--- src/rtl/pc_seq_pkg.sv ---
// Shared definitions for the program-counter fetch/branch sequencer.
package pc_seq_pkg;

  localparam int SEQ_PC_W     = 8;
  localparam int SEQ_CNT_W    = 16;
  localparam int SEQ_MAX_WAIT = 15;

  typedef enum logic [1:0] {
    ST_IDLE   = 2'b00,
    ST_FETCH  = 2'b01,
    ST_HALTED = 2'b10,
    ST_FAULT  = 2'b11
  } seq_state_t;

  // PC command encodings: pc_next = pc + 1 + (mask & ofs).
  // HOLD relies on 1 + all-ones wrapping to zero.
  localparam logic [7:0] CMD_HOLD_MASK = 8'hFF;
  localparam logic [7:0] CMD_HOLD_OFS  = 8'hFF;
  localparam logic [7:0] CMD_ADV       = 8'h00;

endpackage

--- src/rtl/pc_sequencer_if.sv ---
// Bus between the sequencer, the instruction memory / decode side and the PC.
interface pc_sequencer_if #(
  parameter int PC_W = 8
);

  logic            imem_req;
  logic            imem_ack;
  logic            stall;
  logic            halt;
  logic            branch_taken;
  logic [PC_W-1:0] branch_offset;
  logic            pc_startup;
  logic [PC_W-1:0] pc_control;
  logic [PC_W-1:0] jump_offset;

  modport master (
    output imem_req, pc_startup, pc_control, jump_offset,
    input  imem_ack, stall, halt, branch_taken, branch_offset
  );

  modport slave (
    input  imem_req, pc_startup, pc_control, jump_offset,
    output imem_ack, stall, halt, branch_taken, branch_offset
  );

endinterface

--- src/rtl/pc_sequencer.sv ---
// Fetch/branch controller driving the program counter command inputs.
//
// state   | meaning
// --------+-------------------------------------------------------------
// IDLE    | PC held in clear, no fetch, retired count cleared
// FETCH   | requesting imem at pc; advance / branch / hold per accept
// HALTED  | HALT retired, PC frozen until run drops
// FAULT   | imem never acked within MAX_WAIT cycles, PC frozen
module pc_sequencer
  import pc_seq_pkg::*;
#(
  parameter int PC_W     = SEQ_PC_W,
  parameter int CNT_W    = SEQ_CNT_W,
  parameter int MAX_WAIT = SEQ_MAX_WAIT
) (
  input  logic                 clk,
  input  logic                 startup_n,
  input  logic                 run,
  pc_sequencer_if.master       bus,
  output logic [1:0]           state,
  output logic                 fault,
  output logic [CNT_W-1:0]     retired
);

  localparam logic [7:0] WAIT_LAST = 8'(MAX_WAIT - 1);

  seq_state_t state_q;
  logic [7:0] wait_cnt;
  logic       accept;

  // Command widths follow PC_W; each command bit pattern is uniform.
  logic [PC_W-1:0] hold_mask;
  logic [PC_W-1:0] hold_ofs;
  logic [PC_W-1:0] adv_cmd;

  assign hold_mask = {PC_W{CMD_HOLD_MASK[0]}};
  assign hold_ofs  = {PC_W{CMD_HOLD_OFS[0]}};
  assign adv_cmd   = {PC_W{CMD_ADV[0]}};

  assign accept = (state_q == ST_FETCH) & bus.imem_ack & ~bus.stall;
  assign state  = state_q;
  assign fault  = (state_q == ST_FAULT);

  // PC command and fetch request, decoded from registered state so that an
  // async reset drops imem_req and forces pc_startup without waiting a clock.
  always_comb begin
    bus.pc_startup  = 1'b0;
    bus.imem_req    = 1'b0;
    bus.pc_control  = adv_cmd;
    bus.jump_offset = adv_cmd;
    unique case (state_q)
      ST_IDLE: begin
        bus.pc_startup = 1'b1;
      end
      ST_FETCH: begin
        bus.imem_req = 1'b1;
        if (accept && !bus.halt && bus.branch_taken) begin
          bus.pc_control  = hold_mask;
          bus.jump_offset = bus.branch_offset;
        end else if (accept && !bus.halt) begin
          bus.pc_control  = adv_cmd;
          bus.jump_offset = adv_cmd;
        end else begin
          bus.pc_control  = hold_mask;
          bus.jump_offset = hold_ofs;
        end
      end
      default: begin
        bus.pc_control  = hold_mask;
        bus.jump_offset = hold_ofs;
      end
    endcase
  end

  // Sequencer state, fetch-timeout counter and retired-instruction counter.
  always_ff @(posedge clk or negedge startup_n) begin
    if (!startup_n) begin
      state_q  <= ST_IDLE;
      wait_cnt <= 8'd0;
      retired  <= '0;
    end else begin
      unique case (state_q)
        ST_IDLE: begin
          wait_cnt <= 8'd0;
          retired  <= '0;
          if (run) state_q <= ST_FETCH;
        end
        ST_FETCH: begin
          if (accept) retired <= retired + CNT_W'(1);
          // A present ack, even if stalled, proves imem is alive.
          if (bus.imem_ack) begin
            wait_cnt <= 8'd0;
          end else if (wait_cnt == WAIT_LAST) begin
            wait_cnt <= 8'd0;
            state_q  <= ST_FAULT;
          end else begin
            wait_cnt <= wait_cnt + 8'd1;
          end
          if (accept && bus.halt) state_q <= ST_HALTED;
        end
        ST_HALTED, ST_FAULT: begin
          wait_cnt <= 8'd0;
          if (!run) state_q <= ST_IDLE;
        end
        default: begin
          state_q <= ST_IDLE;
        end
      endcase
    end
  end

endmodule
--- src/flat_wrapper.sv ---
// flat-port wrapper written by rule: the top's interface ports become plain ports
module pc_sequencer_flat import pc_seq_pkg::*;
#(
  parameter int PC_W     = SEQ_PC_W,
  parameter int CNT_W    = SEQ_CNT_W,
  parameter int MAX_WAIT = SEQ_MAX_WAIT
)
  (clk, startup_n, run, state, fault, retired, bus_imem_req, bus_pc_startup, bus_pc_control, bus_jump_offset, bus_imem_ack, bus_stall, bus_halt, bus_branch_taken, bus_branch_offset);
  pc_sequencer_if #(.PC_W(PC_W)) bus_i ();
  input  logic clk;
  input  logic startup_n;
  input  logic run;
  output logic [1:0] state;
  output logic fault;
  output logic [CNT_W-1:0] retired;
  output wire logic [$bits(bus_i.imem_req)-1:0] bus_imem_req;
  output wire logic [$bits(bus_i.pc_startup)-1:0] bus_pc_startup;
  output wire logic [$bits(bus_i.pc_control)-1:0] bus_pc_control;
  output wire logic [$bits(bus_i.jump_offset)-1:0] bus_jump_offset;
  input wire logic [$bits(bus_i.imem_ack)-1:0] bus_imem_ack;
  input wire logic [$bits(bus_i.stall)-1:0] bus_stall;
  input wire logic [$bits(bus_i.halt)-1:0] bus_halt;
  input wire logic [$bits(bus_i.branch_taken)-1:0] bus_branch_taken;
  input wire logic [$bits(bus_i.branch_offset)-1:0] bus_branch_offset;
  assign bus_imem_req = bus_i.imem_req;
  assign bus_pc_startup = bus_i.pc_startup;
  assign bus_pc_control = bus_i.pc_control;
  assign bus_jump_offset = bus_i.jump_offset;
  assign bus_i.imem_ack = bus_imem_ack;
  assign bus_i.stall = bus_stall;
  assign bus_i.halt = bus_halt;
  assign bus_i.branch_taken = bus_branch_taken;
  assign bus_i.branch_offset = bus_branch_offset;
  pc_sequencer #(.PC_W(PC_W), .CNT_W(CNT_W), .MAX_WAIT(MAX_WAIT)) u_core (.clk(clk), .startup_n(startup_n), .run(run), .bus(bus_i), .state(state), .fault(fault), .retired(retired));
endmodule
--- config.mk ---
export PLATFORM = sky130hd
export DESIGN_NAME = pc_sequencer_flat
export DESIGN_NICKNAME = d
export VERILOG_FILES = /design/src/rtl/pc_seq_pkg.sv /design/src/rtl/pc_sequencer_if.sv /design/src/rtl/pc_sequencer.sv /design/src/flat_wrapper.sv
export SDC_FILE = /design/constraint.sdc
export NUM_CORES = 1
export LEC_CHECK = 0
export CAP_MARGIN = 20
export CORE_AREA = 10 10 74 76
export DETAILED_ROUTE_END_ITERATION = 10
export DIE_AREA = 0 0 84 86
export HOLD_SLACK_MARGIN = 0.03
export PLACE_DENSITY = 0.72
export SKIP_LAST_GASP = 1
export SYNTH_ARGS = -nofsm -noshare
export SYNTH_HDL_FRONTEND = slang
export SYNTH_SLANG_ARGS = --single-unit
export TNS_END_PERCENT = 30
--- constraint.sdc ---
create_clock -name clk -period 5.7 [get_ports clk]
set_clock_uncertainty 0.1 [all_clocks]
set_input_delay 1.14 -clock clk [delete_from_list [all_inputs] [get_ports clk]]
set_output_delay 1.14 -clock clk [all_outputs]
set_load 0.05 [all_outputs]
==> metrics.cfg <==
[status]
outcome = finished, final reports clean

[drt]
first_pass_iters = 4
initialDrtViolationCount = 64
via_per_inst = 5.02
post-route-drc-count = 0
routedWlPerCell_um = 14.9
ant_nets = 0
wl_um = 3680
num_vias = 1246

[sta]
slew_headroom = 0.640
maxSlewViolCount = 0
rsz0062_at_grt = false
min_period_ns = 4.92
tns_ns = 0
hold_ws_ns = 0.409
worst_pin_slew_ns = 0.538
final-setup-viol-count = 0
timing.fmax_mhz = 203
final-hold-violation-count = 0
fin_crit_sh = 0.863
worst_slack_ns = 0.783

[synthesis]
yosysWarnings = 0
synth_top_area_cell = dfrtp_1
syn_avg_cell_area_um2 = 9.87
synth_top_family_by_area = simple AND/OR/NAND/NOR gates
synthXorXnorAreaFrac = 0.0807
ys_async_sr_fraction = 1.00
synthAdderAreaFrac = 0.0247
synth-edff-count = 0
synthCells = 154
netlist_area_um2 = 1520
ys.flop_type = dfrtp_1
synthMuxAreaShare = 0
synth_seq_cells = 26
synth_top_area_share = 0.428
synthSimpleGateAreaFrac = 0.223
ys_seq_area_frac = 0.428
synth_compound_area_frac = 0.174
synth_nets = 172
ys_top_cells_by_area = dfrtp_1, o21a_1, nor2_1
yosysUniqueCellTypes = 38

[setup_path]
r2r_cells = 4
endpoint_kind = output pin
critPathLaunch = bus_imem_ack
r2r-start = u_core.state[0]
cp_max_fo = 16
r2r_end = u_core.retired[10]
critPathLaunchType = input port
reg2reg_setup_slack_ns = 3.55
cp.arrival_ns = 3.68
critPathKind = input port to output pin
critPathRequiredTime_ns = 4.46

[floorplan]
start_util = 0.383
die_h_um = 86
placement_rows = 23
dieArea_um2 = 7220
die_x_um = 84
coreArea_um2 = 3970
ios = 52

[layout]
synthToLayoutAreaGrowth_pct = 37.4
fill_cells = 369
final_cell_mix = clkdlybuf4s50_1, dfrtp_1, nor2_1, nand2_1
drive_gt1_frac = 0.0707
utilization = 0.526
num_antenna_cells = 0
fin_cells = 248
fin_area_um2 = 2090
num-nets-final = 217
final_common_cell = clkdlybuf4s50_1

[global_routing]
overflow = 0
grt_usage = 0.0989
grt-busiest-layer = met2
gr-usage-met2 = 0.162
grt_pass1_wl_um = 6180
grt_max_degree = 27
grtUsageMet3 = 0.0218
grt_pass1_vias = 1267
use_met1 = 0.124
antenna_found_initial = 0

[placement]
place_congestion = 0.732
place_hpwl_um = 2780
post_dp_cell_area_um2 = 2020
io_buffers = 51
pre_cts_ws_ns = 0.759
dp_cells = 244

[worst_hold_path]
holdPathStages = 1
hp-class = register to register
min_from = u_core.wait_cnt[0]
hold_path_end = u_core.wait_cnt[0]

[power_and_ir_drop]
leakagePower_nw = 0.815
power.density_nw_per_um2 = 331
p_sw_mw = 0.301
swShare = 0.435
combPwrFrac = 0.470
p_int_mw = 0.391
pwr-share-clk = 0.222
worst_ir_drop_vdd_uv = 104
seq_power_share = 0.308
p_total_mw = 0.692

[clock_tree]
cts_tree = yes
post_cts_buffers = 0
insertion_delay_ns = 0.27
cts_buffers = 3
cts-root-buf = clkbuf_8
ctsResizeCount = 0
cts_buffer_depth = 2
cts_max_level = 1
cts.hold.buffers_added = 0
clkSlewWorstSetupHoldPaths_ns = 0.09
cts.sinks = 26

[job]
cap_violations = 0

-- routing by layer --
layer	vias to the layer above	share of wire
li1	623	-
met5	-	0
met2	43	0.45
met1	574	0.47
met3	6	0.065
met4	0	0.017
-- critical path: stages --
cell and delay, ns:
clkdlybuf4s50_1 0.49, and4bb_2 0.30, nand2b_1 0.28, o21a_1 0.47
o21a_1 0.19, clkdlybuf4s50_1 0.80
-- power groups by stage --
stage,logic (mW),registers [mW],clock network [mW]
final,0.325,0.213,0.154
after global routing,0.342,0.216,0.160
after CTS,0.329,0.214,0.155
after detailed placement,0.328,0.218,0
after global placement,0.327,0.217,0
after floorplan,0.210,0.241,0
-- kinds of logic after synthesis --
group,after synthesis
AND/OR/NAND/NOR,63
AO/OA/AOI/OAI,30
flip-flops,26
buffers and inverters,18
XOR/XNOR,14
adder cells (fa/ha/maj),3
-- cell usage after synthesis (2+ instances only) --
master / number
dfrtp_1: 26
nor2_1: 17
nand2_1: 12
nand3_1: 9
o21a_1: 9
buf_4: 7
nand4_1: 7
xnor2_1: 7
xor2_1: 7
inv_1: 6
a21oi_1: 5
o21ai_0: 4
buf_2: 3
ha_1: 3
a2111oi_2: 2
a2111oi_4: 2
a31o_2: 2
and2_1: 2
and3_1: 2
nor2b_1: 2
nor3_1: 2
nor4_1: 2
-- area by class of cell --
type / count / area (um2) / share of cell area
clock inverter: 1 / 30.0 / 0.0144
clock buffer: 3 / 41.3 / 0.0198
tap: 50 / 62.6 / 0.0299
multi-input combinational: 110 / 764 / 0.366
timing repair buffer: 52 / 518 / 0.248
inverter: 6 / 22.5 / 0.0108
sequential: 26 / 651 / 0.311
-- registers in the layout, summed over array words and instances, names as in the netlist --
register         flops
u_core.retired      16
u_core.state         2
u_core.wait_cnt      8
-- how the worst max path moves through the flow --
stage                     depth (start not counted)  slack [ns]                  to
after floorplan                                   6        1.90  bus_jump_offset[0]
after global placement                            6        0.84  bus_jump_offset[4]
after detailed placement                          6        0.76  bus_jump_offset[7]
after CTS                                         6        0.76  bus_jump_offset[7]
after global routing                              6        0.58  bus_jump_offset[2]
final                                             6        0.78  bus_jump_offset[7]
No activity file was read; power rests on OpenSTA's default activity.
